[src/rtl/sig_rate_ctrl_pkg.sv]
// sig_rate_ctrl_pkg: shared encodings, rate tables, error codes and FSM states
// for the SIGNAL/HT-SIG post-decode sequencer.
package sig_rate_ctrl_pkg;
   localparam int DIVD_W = 20;
   localparam int DVS_W = 9;
   localparam int QUO_W = 16;
   localparam logic [1:0] MOD_BPSK = 2'd0, MOD_QPSK = 2'd1, MOD_16QAM = 2'd2, MOD_64QAM = 2'd3;
   localparam logic [1:0] CR_1_2 = 2'd0, CR_2_3 = 2'd1, CR_3_4 = 2'd2, CR_5_6 = 2'd3;
   localparam logic [2:0] ERR_NONE = 3'd0, ERR_PARITY = 3'd1, ERR_RSVD = 3'd2,
                          ERR_RATE = 3'd3, ERR_LEN = 3'd4, ERR_TIMEOUT = 3'd5;
   typedef enum logic [2:0] {S_IDLE, S_CHECK, S_LOOKUP, S_DIVIDE, S_DONE, S_ERROR} state_t;
   typedef struct packed {
      logic [1:0]       mod;
      logic [1:0]       code_rate;
      logic [DVS_W-1:0] n_dbps;
   } phy_cfg_t;
   localparam phy_cfg_t LEG_TBL [8] = '{
      '{MOD_BPSK,  CR_1_2, 9'd24},  '{MOD_BPSK,  CR_3_4, 9'd36},
      '{MOD_QPSK,  CR_1_2, 9'd48},  '{MOD_QPSK,  CR_3_4, 9'd72},
      '{MOD_16QAM, CR_1_2, 9'd96},  '{MOD_16QAM, CR_3_4, 9'd144},
      '{MOD_64QAM, CR_2_3, 9'd192}, '{MOD_64QAM, CR_3_4, 9'd216}};
   localparam phy_cfg_t HT_TBL [8] = '{
      '{MOD_BPSK,  CR_1_2, 9'd26},  '{MOD_QPSK,  CR_1_2, 9'd52},
      '{MOD_QPSK,  CR_3_4, 9'd78},  '{MOD_16QAM, CR_1_2, 9'd104},
      '{MOD_16QAM, CR_3_4, 9'd156}, '{MOD_64QAM, CR_2_3, 9'd208},
      '{MOD_64QAM, CR_3_4, 9'd234}, '{MOD_64QAM, CR_5_6, 9'd260}};

   function automatic phy_cfg_t cfg_lookup(input logic ht, input logic [2:0] idx);
      return ht ? HT_TBL[idx] : LEG_TBL[idx];
   endfunction

   // First failing check wins: parity, reserved/tail, rate, length.
   function automatic logic [2:0] legacy_err(input logic [23:0] s);
      return (^s[17:0]) ? ERR_PARITY :
             (s[4] || s[23:18] != 6'd0) ? ERR_RSVD :
             !s[3] ? ERR_RATE :
             (s[16:5] == 12'd0) ? ERR_LEN : ERR_NONE;
   endfunction

   function automatic logic [2:0] ht_err(input logic [6:0] mcs, input logic [15:0] len);
      return (mcs > 7'd7) ? ERR_RATE : (len == 16'd0) ? ERR_LEN : ERR_NONE;
   endfunction
endpackage

[src/rtl/sig_rate_ctrl_sym_count_div.sv]
// sym_count_div: iterative ceil-divider; one subtraction per enabled cycle,
// done is asserted in the last cycle with quotient = ceil(dividend/divisor).
module sym_count_div
   import sig_rate_ctrl_pkg::*;
(
   input  logic              clock,
   input  logic              reset,
   input  logic              enable,
   input  logic              start,
   input  logic [DIVD_W-1:0] dividend,
   input  logic [DVS_W-1:0]  divisor,
   output logic              done,
   output logic [QUO_W-1:0]  quotient
);
   logic              running;
   logic [DIVD_W-1:0] rem;
   logic [DVS_W-1:0]  dvs;
   logic [QUO_W-1:0]  cnt;

   assign done = enable && running && rem <= DIVD_W'(dvs);
   assign quotient = cnt + 1'b1;

   always_ff @(posedge clock)
      if (reset) begin
         running <= 1'b0;
         rem <= '0;
         dvs <= '0;
         cnt <= '0;
      end else if (enable) begin
         if (start) begin
            running <= 1'b1;
            rem <= dividend;
            dvs <= divisor;
            cnt <= '0;
         end else if (running) begin
            cnt <= cnt + 1'b1;
            rem <= rem - DIVD_W'(dvs);
            running <= !done;
         end
      end
endmodule

[src/rtl/sig_rate_ctrl.sv]
// sig_rate_ctrl: validates legacy SIGNAL / HT-SIG fields, runs the rate lookup
// handshake, maps the index to demod config and counts OFDM symbols.
module sig_rate_ctrl
   import sig_rate_ctrl_pkg::*;
#(
   parameter int LOOKUP_TIMEOUT = 4
) (
   input  logic        clock,
   input  logic        reset,
   input  logic        enable,
   input  logic [23:0] sig_bits,
   input  logic        sig_strobe,
   input  logic [6:0]  ht_mcs,
   input  logic [15:0] ht_len,
   input  logic        ht_strobe,
   output logic [7:0]  rate_out,
   output logic        rate_strobe,
   input  logic [7:0]  idx_in,
   input  logic        idx_strobe,
   output logic [1:0]  mod,
   output logic [1:0]  code_rate,
   output logic [8:0]  n_dbps,
   output logic [15:0] n_sym,
   output logic [15:0] pkt_len,
   output logic        is_ht,
   output logic        cfg_strobe,
   output logic        err_strobe,
   output logic [2:0]  err_code,
   output logic        drop_strobe,
   output logic        busy
);
   localparam int TW = $clog2(LOOKUP_TIMEOUT + 1);

   state_t           state, nxt;
   logic             cap_ht;
   logic [7:0]       cap_rate;
   logic [15:0]      cap_len;
   logic [2:0]       cap_err;
   logic [TW-1:0]    tmr;
   logic             accept, tmo, div_start, div_done, unused_idx;
   logic [QUO_W-1:0] div_q;
   phy_cfg_t         cur_cfg, idx_cfg;

   assign accept = state == S_IDLE && (sig_strobe || ht_strobe);
   assign tmo = tmr == TW'(LOOKUP_TIMEOUT - 1);
   assign idx_cfg = cfg_lookup(cap_ht, idx_in[2:0]);
   assign div_start = enable && state == S_LOOKUP && idx_strobe;
   assign unused_idx = ^idx_in[7:3];
   assign rate_out = cap_rate;

   sym_count_div u_div (
      .clock    (clock),
      .reset    (reset),
      .enable   (enable),
      .start    (div_start),
      .dividend (DIVD_W'({cap_len, 3'b000}) + DIVD_W'(22)),
      .divisor  (idx_cfg.n_dbps),
      .done     (div_done),
      .quotient (div_q)
   );

   always_ff @(posedge clock)
      if (reset) state <= S_IDLE;
      else if (enable) state <= nxt;

   always_comb begin
      nxt = state;
      case (state)
         S_IDLE:   nxt = accept ? S_CHECK : S_IDLE;
         S_CHECK:  nxt = cap_err != ERR_NONE ? S_ERROR : S_LOOKUP;
         S_LOOKUP: nxt = idx_strobe ? S_DIVIDE : tmo ? S_ERROR : S_LOOKUP;
         S_DIVIDE: nxt = div_done ? S_DONE : S_DIVIDE;
         default:  nxt = S_IDLE;
      endcase
   end

   always_comb begin
      busy = state != S_IDLE;
      rate_strobe = enable && state == S_LOOKUP && tmr == '0;
      cfg_strobe = enable && state == S_DONE;
      err_strobe = enable && state == S_ERROR;
      drop_strobe = enable && (busy ? (sig_strobe || ht_strobe) : (sig_strobe && ht_strobe));
   end

   always_ff @(posedge clock)
      if (reset) begin
         cap_ht <= 1'b0;
         cap_rate <= '0;
         cap_len <= '0;
         cap_err <= ERR_NONE;
         tmr <= '0;
         cur_cfg <= '0;
         err_code <= ERR_NONE;
         mod <= '0;
         code_rate <= '0;
         n_dbps <= '0;
         n_sym <= '0;
         pkt_len <= '0;
         is_ht <= 1'b0;
      end else if (enable) begin
         if (accept) begin
            cap_ht <= !sig_strobe;
            cap_rate <= sig_strobe ? {4'd0, sig_bits[3:0]} : {1'b1, ht_mcs};
            cap_len <= sig_strobe ? {4'd0, sig_bits[16:5]} : ht_len;
            cap_err <= sig_strobe ? legacy_err(sig_bits) : ht_err(ht_mcs, ht_len);
         end
         tmr <= state == S_LOOKUP ? tmr + 1'b1 : '0;
         if (div_start) cur_cfg <= idx_cfg;
         if (nxt == S_ERROR) err_code <= state == S_CHECK ? cap_err : ERR_TIMEOUT;
         if (nxt == S_DONE) begin
            mod <= cur_cfg.mod;
            code_rate <= cur_cfg.code_rate;
            n_dbps <= cur_cfg.n_dbps;
            n_sym <= div_q;
            pkt_len <= cap_len;
            is_ht <= cap_ht;
         end
      end
endmodule

[config.mk]
export PLATFORM = sky130hd
export DESIGN_NAME = sig_rate_ctrl
export DESIGN_NICKNAME = d
export VERILOG_FILES = /design/src/rtl/sig_rate_ctrl_pkg.sv /design/src/rtl/sig_rate_ctrl_sym_count_div.sv /design/src/rtl/sig_rate_ctrl.sv
export SDC_FILE = /design/constraint.sdc
export NUM_CORES = 1
export LEC_CHECK = 0
export ABC_AREA = 1
export ABC_CLOCK_PERIOD_IN_PS = 2500
export BUFFER_PORTS_ARGS = -buffer_cell sky130_fd_sc_hd__buf_4
export CAP_MARGIN = 25
export CORE_MARGIN = 5
export CORE_UTILIZATION = 35
export DETAILED_ROUTE_END_ITERATION = 12
export GPL_TIMING_DRIVEN = 1
export PLACE_DENSITY_LB_ADDON = 0.08
export SLEW_MARGIN = 20
export SYNTH_ARGS = -nofsm -noshare
export SYNTH_HDL_FRONTEND = slang
export SYNTH_SLANG_ARGS = --single-unit
[constraint.sdc]
create_clock -name clock -period 2.5 [get_ports clock]
set_input_delay 0.5 -clock clock [delete_from_list [all_inputs] [get_ports clock]]
set_output_delay 0.5 -clock clock [all_outputs]
set_load 0.05 [all_outputs]
==> impl_metrics.env, run 1 <==
export IMPL_status="completed"
export IMPL_fmax_mhz=444.7
export IMPL_drc=0
export IMPL_io_pins=123
export IMPL_ys_flop_type="dfxtp_1"
export IMPL_drt_pass1_iterations=4
export IMPL_powerDensity_nw_per_um2=643.3
export IMPL_hp_class="primary input to register"
export IMPL_irDropWorstVdd_mv=0.4940
export IMPL_seq_area_frac_synth=0.3685
export IMPL_fp_dieH_microns=151.5
export IMPL_holdCritStartpoint="ht_mcs[0]"
export IMPL_syn_avg_cell_area_sq_um=6.830
export IMPL_ys_seq_elements=129
export IMPL_critPathMaxStageDelay_ns=0.36
export IMPL_min_period_over_period=0.8996
export IMPL_cts_resized=0
export IMPL_via_per_inst=4.682
export IMPL_ff2ff_setup_slack_ns=0.25
export IMPL_worst_slew_pin_slew_ns=0.5263
export IMPL_grt_max_degree=56
export IMPL_final_nets=1206
export IMPL_ant_nets=0
export IMPL_crit_chain="inv_1 > ha_1 > inv_2 > nor2_1 > nand2_1 > inv_2 > nand3_1 > nand3_1 > nand2_1 > nand4_4 > buf_4 > nand2_1 > nand2_1 > a21oi_1"
export IMPL_cp_max_fo=36
export IMPL_synthCells=1026
export IMPL_grt_pass1_wl_mm=31.03
export IMPL_clockBufferDepth=2
export IMPL_cpMostUsedCell="nand2_1"
export IMPL_grt_overflow_total=0
export IMPL_drive_gt1_frac=0.1694
export IMPL_endpoint_kind="register"
export IMPL_gp_congestion=0.7983
export IMPL_fp_row_count=51
export IMPL_wl_per_cell_microns=13.15
export IMPL_finalSetupTns_ns=0
export IMPL_layout_common_cells="nand2_1, inv_1, dfxtp_1"
export IMPL_cap_viol_max_count=0
export IMPL_place_ws_ns=0.2310
export IMPL_power_leakage_nw=3.774
export IMPL_synth_edff_count=0
export IMPL_final_max_slew_violation_count=0
export IMPL_rsz0062_at_grt="false"
export IMPL_cts_buffers=17
export IMPL_clock_root_buffer="clkbuf_16"
export IMPL_n_fill_cell=2104
export IMPL_core_sq_um=19590
export IMPL_cp_data_required_time_ns=2.78
export IMPL_hold_viol=0
export IMPL_clock_skew_ns=0.01175
export IMPL_insertion_delay_ns=0.42
export IMPL_num_vias=6574
export IMPL_r2r_cells=14
export IMPL_crit_path_start_kind="register"
export IMPL_hold_path_depth=3
export IMPL_synth_cell_types=49
export IMPL_synth_fp_nets=1106
export IMPL_period_needed_ns=2.249
export IMPL_critical_path_class="register to register"
export IMPL_finalWorstSetupSlack_ns=0.2511
export IMPL_yosysWarnings=0
export IMPL_htreeDepth=4
export IMPL_r2r_start="cur_cfg[8]$_SDFFE_PP0P_"
export IMPL_multi_input_area_sq_um=3631
export IMPL_grt_use_total=0.1673
export IMPL_die_area_sq_um=22950
export IMPL_drtIter0Drc=338
export IMPL_reg2reg_to="state[2]$_SDFFE_PP0P_"
export IMPL_antenna_found_initial=0
export IMPL_cts_tree="done"
export IMPL_seq_area_sq_um=2582
export IMPL_numPortBuffers=116
export IMPL_clkTransAtPathRegs_ns=0.06
export IMPL_whs_endpoint="rate_out[0]$_SDFFE_PP0P_"
export IMPL_synth_async_reset_ratio=0
export IMPL_syn_cell_area_sq_um=7008
export IMPL_setup_viol=0
export IMPL_timing_slew_headroom=0.6491
export IMPL_dp_hpwl_mm=13.48
export IMPL_cts_sinks=129
export IMPL_cts_setup_buffers=0
export IMPL_start_util=0.3577
export IMPL_cp_slowest_cell="ha_1"
export IMPL_drt_wl_total_mm=18.46
export IMPL_cp_arrival_ns=2.53
export IMPL_die_w_microns=151.5
export IMPL_layout_commonest_cell="nand2_1"
export IMPL_cts_hold_buf=0
export IMPL_diodes=0
export IMPL_syn2layout_area_growth_pct=24.03
export IMPL_grt_pass1_vias=6259
-- final cells by class --
type                    count  share of cell area
repair buffers            128              0.1134
inverters                 151             0.06521
multi-input cells         699              0.4177
well taps                 265             0.03815
clock inverters            13             0.01857
flip-flops and latches    129              0.2971
clock buffers              19             0.04981
-- synthesized netlist by cell type (7+ instances only) --
master,instances,area [sq um]
nand2_1,220,825.8
a31oi_1,28,175.2
nor3_1,12,60.06
dfxtp_1,129,2582
xnor2_1,10,87.58
buf_2,13,65.06
clkbuf_1,25,93.84
inv_1,140,525.5
nor2_1,69,259.0
buf_4,8,60.06
o21ai_0,57,285.3
a211oi_1,7,52.55
inv_2,9,33.78
a21oi_1,105,525.5
ha_1,18,225.2
o21ai_1,53,265.3
xor2_1,19,166.4
nand3_1,42,210.2
-- through the flow --
stage	instance area [sq um]	power (mW)	cells	hold slack, ns	util
3_3_place_gp	8098	3.130	1372	0.4335	0.4134
2_1_floorplan	7008	2.841	1026	0.4393	-
4_1_cts	8692	5.670	1404	0.3304	0.4437
5_1_grt	8692	5.868	1404	0.3449	0.4437
6_report	8692	5.591	1404	0.3489	0.4437
3_5_place_dp	8098	3.132	1372	0.4379	0.4134
-- worst max path at each step --
stage	end	cells past startpoint	from	slack, ns
after CTS	state[2]$_SDFFE_PP0P_	14	cur_cfg[8]$_SDFFE_PP0P_	0.22
after global routing	mod[1]$_SDFFE_PP0P_	11	cur_cfg[7]$_SDFFE_PP0P_	0.02
after global placement	state[2]$_SDFFE_PP0P_	12	cur_cfg[3]$_SDFFE_PP0P_	0.24
after floorplan	rate_strobe	5	enable	0.41
final	state[2]$_SDFFE_PP0P_	14	cur_cfg[8]$_SDFFE_PP0P_	0.25
after detailed placement	state[2]$_SDFFE_PP0P_	14	cur_cfg[8]$_SDFFE_PP0P_	0.23
-- registers in the layout (all words and copies together), names as in the netlist --
register       count
code_rate          2
mod                2
tmr                3
u_div.rem         19
u_div.cnt         16
err_code           3
cap_len           16
rate_out           7
is_ht              1
pkt_len           16
state              3
cap_ht             1
u_div.running      1
cap_err            3
n_dbps             8
cur_cfg           12
n_sym             16
-- kinds of logic after synthesis --
family	synth area share
and+or+nand+nor	0.2369
AOI/OAI and AO/OA	0.2067
buffers and inverters	0.1137
DFF	0.3685
xor gates and xnor gates	0.03856
adders and majority gates	0.03499
other	0.0005351
-- metal layers --
| metal | routed length, microns | GRT usage | up-vias |
|---|---|---|---|
| met3 | 801 | 0.03807 | 16 |
| met1 | 9019 | 0.2206 | 2907 |
| met4 | 187 | 0.04178 | 0 |
| met5 | 0 | 0 | - |
| met2 | 8446 | 0.2778 | 111 |
| li1 | - | - | 3540 |
-- power by group --
group,leakage (nW),internal [mW],switching [mW]
clock network,0.280,1.57,0.945
logic,2.45,0.321,0.575
registers,1.05,2.12,0.0595
-- critical path, delay by kind of cell (launching register included) --
family / cells / cell delay, ns
buffers and inverters: 4 / 0.54
AOI/OAI and AO/OA: 1 / 0.05
and+or+nand+nor: 8 / 0.83
adders and majority gates: 1 / 0.36
DFF: 1 / 0.35
No activity file was read; power rests on OpenSTA's default activity.
==> run 2: changes to the inputs <==
Settings changed: CORE_UTILIZATION 35 to 38, REMOVE_ABC_BUFFERS set to 1.
==> run 2 against run 1 <==
  * Combinational power hardly changed
  * Via count is 1.4% higher
  * Maximum frequency is 0.72% lower
  * Sequential power hardly changed
  * Cell count is 2.1% lower
  * Design area is 0.55% higher
  * Routed wire length is 1.2% lower
  * Largest cell class unchanged
  * Non-clock buffer count is 8 higher
  * Clock power is 3% higher
  * Register-to-register slack worse by 0.02 ns
  * Die area is 7.4% lower
  * Worst hold slack worse by 0.0025 ns
  * Largest power group unchanged
==> impl_metrics.env, run 2 (synthesis gave the netlist of run 1 again) <==
export IMPL_cts_buffers=17
export IMPL_cp_top_family="compound AO/OA/AOI/OAI gates"
export IMPL_fmax_mhz=441.4
export IMPL_hold_path_depth=3
export IMPL_status="completed"
export IMPL_cts_tree="done"
export IMPL_clock_root_buffer="clkbuf_16"
export IMPL_cts_sinks=129
export IMPL_drc=0
export IMPL_timing_slew_headroom=0.6406
export IMPL_instances_no_fill=1375
export IMPL_ant_nets=0
export IMPL_diodes=0
export IMPL_grt_overflow_total=0
export IMPL_endpoint_kind="register"
export IMPL_crit_path_start_kind="register"
export IMPL_final_nets=1214
export IMPL_r2r_cells=11
export IMPL_hold_viol=0
export IMPL_drive_gt1_frac=0.1754
export IMPL_clock_skew_ns=0.01780
export IMPL_cap_viol_max_count=0
export IMPL_place_ws_ns=0.1393
export IMPL_dp_hpwl_mm=13.40
export IMPL_cts_hold_buf=0
export IMPL_powerDensity_nw_per_um2=647.7
export IMPL_core_sq_um=18090
export IMPL_cp_depth=11
export IMPL_die_w_microns=145.8
export IMPL_die_area_sq_um=21260
export IMPL_grt_util_met2=0.2854
export IMPL_clockBufferDepth=2
export IMPL_grt_use_total=0.1729
export IMPL_critical_path_class="register to register"
export IMPL_via_per_inst=4.849
export IMPL_top_register="u_div.rem"
export IMPL_grt_max_degree=43
export IMPL_dp_cells=1342
export IMPL_cp_slowest_cell="ha_1"
export IMPL_gp_congestion=0.8572
export IMPL_crit_chain="inv_1 > ha_1 > a21oi_1 > o21ai_0 > nand2_1 > nand3_1 > nand2_1 > nand4_4 > buf_12 > o21ai_1 > a21oi_1"
export IMPL_cp_arrival_ns=2.56
export IMPL_cp_data_required_time_ns=2.80
export IMPL_drt_wl_total_mm=18.24
export IMPL_grt_busiest_layer="met2"
export IMPL_drtIter0Drc=242
export IMPL_gr_usage_met3=0.04765
export IMPL_gr_usage_met1=0.2262
export IMPL_path_buf_inv=2
export IMPL_finalSetupTns_ns=0
export IMPL_critPathMaxStageDelay_ns=0.36
export IMPL_drt_pass1_iterations=5
export IMPL_insertion_delay_ns=0.42
export IMPL_ff2ff_setup_slack_ns=0.23
export IMPL_grt_pass1_wl_mm=30.94
export IMPL_layout_commonest_cell="nand2_1"
export IMPL_finalWorstSetupSlack_ns=0.2347
export IMPL_syn2layout_area_growth_pct=24.71
export IMPL_fp_dieH_microns=145.8
export IMPL_clkTransAtPathRegs_ns=0.06
export IMPL_fp_row_count=49
export IMPL_whs_ns=0.3464
export IMPL_cts_setup_buffers=0
export IMPL_layout_common_cells="nand2_1, inv_1, buf_4"
export IMPL_setup_viol=0
export IMPL_period_needed_ns=2.265
export IMPL_cp_max_fo=42
export IMPL_hp_class="primary input to register"
export IMPL_worst_slew_pin_slew_ns=0.5391
export IMPL_antenna_found_initial=0
export IMPL_cts_resized=0
export IMPL_htreeDepth=4
export IMPL_rsz0062_at_grt="false"
export IMPL_final_max_slew_violation_count=0
export IMPL_grt_pass1_vias=6302
export IMPL_irDropWorstVdd_mv=0.4392
export IMPL_wl_per_cell_microns=13.26
export IMPL_io_pins=123
export IMPL_num_vias=6667
export IMPL_min_period_over_period=0.9061
export IMPL_numPortBuffers=116
export IMPL_start_util=0.3875
export IMPL_power_leakage_nw=3.826
export IMPL_largest_reg_flops=19
## run 2: changes by cell type in the layout (fill, tap and decap cells not counted)
cell	before	now
buf_12	2	3
clkbuf_1	2	1
inv_6	2	0
clkbuf_8	0	4
clkinv_2	3	2
buf_4	126	133
clkinv_4	1	0
## run 2: area by class of cell
class                      instances  area [sq um]
fill                            1879          9346
multi-input combinational        699          3631
sequential                       129          2582
timing repair buffer             136          1059
inverter                         151         566.8
clock buffer                      22         484.2
tap                              229         286.5
clock inverter                     9         130.1
## run 2: per-stage QoR
stage	total power [mW]	cell area (sq um)	utilization
3_3_place_gp	3.126	8110	0.4484
3_5_place_dp	3.132	8110	0.4484
2_1_floorplan	2.809	6778	-
6_report	5.661	8740	0.4832
5_1_grt	5.959	8740	0.4832
4_1_cts	5.736	8725	0.4824
## run 2: worst reg2reg max path: stages, from the launching register on
cell and delay [ns]:
dfxtp_1 0.33, inv_1 0.08, ha_1 0.36, a21oi_1 0.20, o21ai_0 0.15, nand2_1 0.08
nand3_1 0.07, nand2_1 0.20, nand4_4 0.21, buf_12 0.24, o21ai_1 0.18, a21oi_1 0.05
## run 2: path summary, 6_finish.rpt
kind	startpoint	to
max	cur_cfg[7]$_SDFFE_PP0P_	n_dbps[8]$_SDFFE_PP0P_
min reg2reg	n_dbps[5]$_SDFFE_PP0P_	n_dbps[5]$_SDFFE_PP0P_
min	ht_mcs[1]	rate_out[1]$_SDFFE_PP0P_
max reg2reg	cur_cfg[7]$_SDFFE_PP0P_	n_dbps[8]$_SDFFE_PP0P_
## run 2: metal layers
metal | vias up | share of wire
met5 | - | 0
met4 | 0 | 0.0059
met3 | 8 | 0.053
met2 | 131 | 0.47
met1 | 2961 | 0.48
li1 | 3567 | -
## run 2: report_power, final
group | internal [mW] | leakage, nW | switching, mW | total [mW]
clock | 1.67 | 0.290 | 0.915 | 2.58
combinational | 0.325 | 2.49 | 0.571 | 0.896
sequential | 2.12 | 1.05 | 0.0612 | 2.18
==> run 3: changes to the inputs <==
Settings changed: RECOVER_POWER set to 50.
==> run 3 against run 2 <==
  * Largest power group unchanged
  * Utilization decreased by 1.3 points
  * Via count grew 0.30%
  * Cell count unchanged
  * Combinational power fell by 2%
  * Clock-buffer cell count is the same
==> impl_metrics.env, run 3 (synthesis gave the netlist of run 1 again) <==
export IMPL_grt_overflow_total=0
export IMPL_drive_gt1_frac=0.1187
export IMPL_ff2ff_setup_slack_ns=0.23
export IMPL_crit_chain="inv_1 > ha_1 > a21oi_1 > o21ai_0 > nand2_1 > nand3_1 > nand2_1 > nand4_4 > buf_12 > o21ai_1 > a21oi_1"
export IMPL_cts_tree="done"
export IMPL_drtIter0Drc=221
export IMPL_min_period_over_period=0.9098
export IMPL_clock_root_buffer="clkbuf_16"
export IMPL_powerDensity_nw_per_um2=663.5
export IMPL_final_max_slew_violation_count=0
export IMPL_grt_pass1_vias=6302
export IMPL_fp_dieH_microns=145.8
export IMPL_largest_reg_flops=19
export IMPL_num_vias=6687
export IMPL_critPathMaxStageDelay_ns=0.36
export IMPL_cts_sinks=129
export IMPL_syn2layout_area_growth_pct=21.37
export IMPL_timing_slew_headroom=0.4411
export IMPL_clock_skew_ns=0.01723
export IMPL_placed_cell_area_sq_um=8110
export IMPL_hp_class="primary input to register"
export IMPL_grt_max_degree=43
export IMPL_drc=0
export IMPL_wl_per_cell_microns=13.26
export IMPL_io_pins=123
export IMPL_dp_hpwl_mm=13.40
export IMPL_cp_max_fo=42
export IMPL_irDropWorstVdd_mv=0.4396
export IMPL_path_buf_inv=2
export IMPL_crit_path_start_kind="register"
export IMPL_hold_viol=0
export IMPL_fp_row_count=49
export IMPL_layout_common_cells="nand2_1, inv_1, dfxtp_1"
export IMPL_final_nets=1214
export IMPL_cts_buffers=17
export IMPL_fmax_mhz=439.7
export IMPL_endpoint_kind="register"
export IMPL_rsz0062_at_grt="false"
export IMPL_htreeDepth=4
export IMPL_critical_path_class="register to register"
export IMPL_status="completed"
export IMPL_start_util=0.3875
export IMPL_grt_pass1_wl_mm=30.94
export IMPL_period_needed_ns=2.274
export IMPL_antenna_found_initial=0
export IMPL_clkTransAtPathRegs_ns=0.06
export IMPL_instances_no_fill=1375
export IMPL_dp_cells=1342
export IMPL_cap_viol_max_count=0
export IMPL_via_per_inst=4.863
export IMPL_layout_commonest_cell="nand2_1"
export IMPL_die_w_microns=145.8
export IMPL_power_leakage_nw=3.569
export IMPL_numPortBuffers=116
export IMPL_worst_slew_pin_slew_ns=0.8375
export IMPL_grt_use_total=0.1729
export IMPL_gp_congestion=0.8572
export IMPL_n_fill_cell=1950
export IMPL_core_sq_um=18090
export IMPL_ant_nets=0
export IMPL_drt_wl_total_mm=18.23
export IMPL_cp_data_required_time_ns=2.80
export IMPL_cp_top_family="compound AO/OA/AOI/OAI gates"
export IMPL_cp_slowest_cell="ha_1"
export IMPL_clockBufferDepth=2
export IMPL_setup_viol=0
export IMPL_drt_pass1_iterations=5
export IMPL_insertion_delay_ns=0.42
export IMPL_diodes=0
export IMPL_fin_area_sq_um=8506
export IMPL_cp_arrival_ns=2.57
export IMPL_top_register="u_div.rem"
export IMPL_die_area_sq_um=21260
run 3: cell count changes in the layout (fill, tap and decap cells not counted), sizes merged:
cell    change
buf        -61
clkbuf     +61
run 3: where the power goes:
part	switching, mW	internal (mW)	leakage [nW]	total, mW
logic	0.569	0.309	2.23	0.878
registers	0.0605	2.12	1.05	2.18
clock network	0.917	1.67	0.290	2.58
run 3: path summary, 6_finish.rpt:
check,from,to,cells after the start
setup / recovery,cur_cfg[7]$_SDFFE_PP0P_,n_dbps[8]$_SDFFE_PP0P_,11
hold / removal,ht_mcs[1],rate_out[1]$_SDFFE_PP0P_,3
setup reg to reg,cur_cfg[7]$_SDFFE_PP0P_,n_dbps[8]$_SDFFE_PP0P_,11
hold reg to reg,n_dbps[5]$_SDFFE_PP0P_,n_dbps[5]$_SDFFE_PP0P_,2
run 3: layout make-up:
class,instances,area [sq um],share of cell area
multi-input cells,699,3626,0.4263
clock buffers,22,484.2,0.05693
well taps,229,286.5,0.03369
flip-flops and latches,129,2582,0.3036
repair buffers,136,829.5,0.09753
inverters,151,566.8,0.06664
clock inverters,9,130.1,0.01530
run 3: worst register-to-register path, delay by kind of cell (launching register included):
family	cells	cell delay, ns
buffers and inverters	2	0.32
AND/OR/NAND/NOR	4	0.57
adder cells (fa/ha/maj)	1	0.36
flip-flops	1	0.33
AO/OA/AOI/OAI	4	0.58
run 3: timing repair:
action                                  4_1_cts  5_1_grt
hold buffers                                  0        0
endpoints found under the hold margin         0        0
resized for setup                             0        0
buffers inserted                              0        2
endpoints found under the setup margin        0       37
run 3: metal layers:
| metal | global-route usage | wire, microns | vias up |
|---|---|---|---|
| li1 | - | - | 3570 |
| met4 | 0.03846 | 108 | 0 |
| met3 | 0.04765 | 915 | 8 |
| met1 | 0.2262 | 8748 | 2986 |
| met2 | 0.2854 | 8455 | 123 |
| met5 | 0 | 0 | - |
run 3: metrics by stage:
step	setup slack [ns]	setup TNS [ns]	utilization	hold slack (ns)	power [mW]
2_1_floorplan	-0.4922	-4.854	-	0.4411	2.809
5_1_grt	0.007921	0	0.4703	0.3514	5.939
6_report	0.2256	0	0.4703	0.3462	5.643
4_1_cts	0.1195	0	0.4824	0.3385	5.736
3_5_place_dp	0.1393	0	0.4484	0.4360	3.132
3_3_place_gp	0.2193	0	0.4484	0.4308	3.126
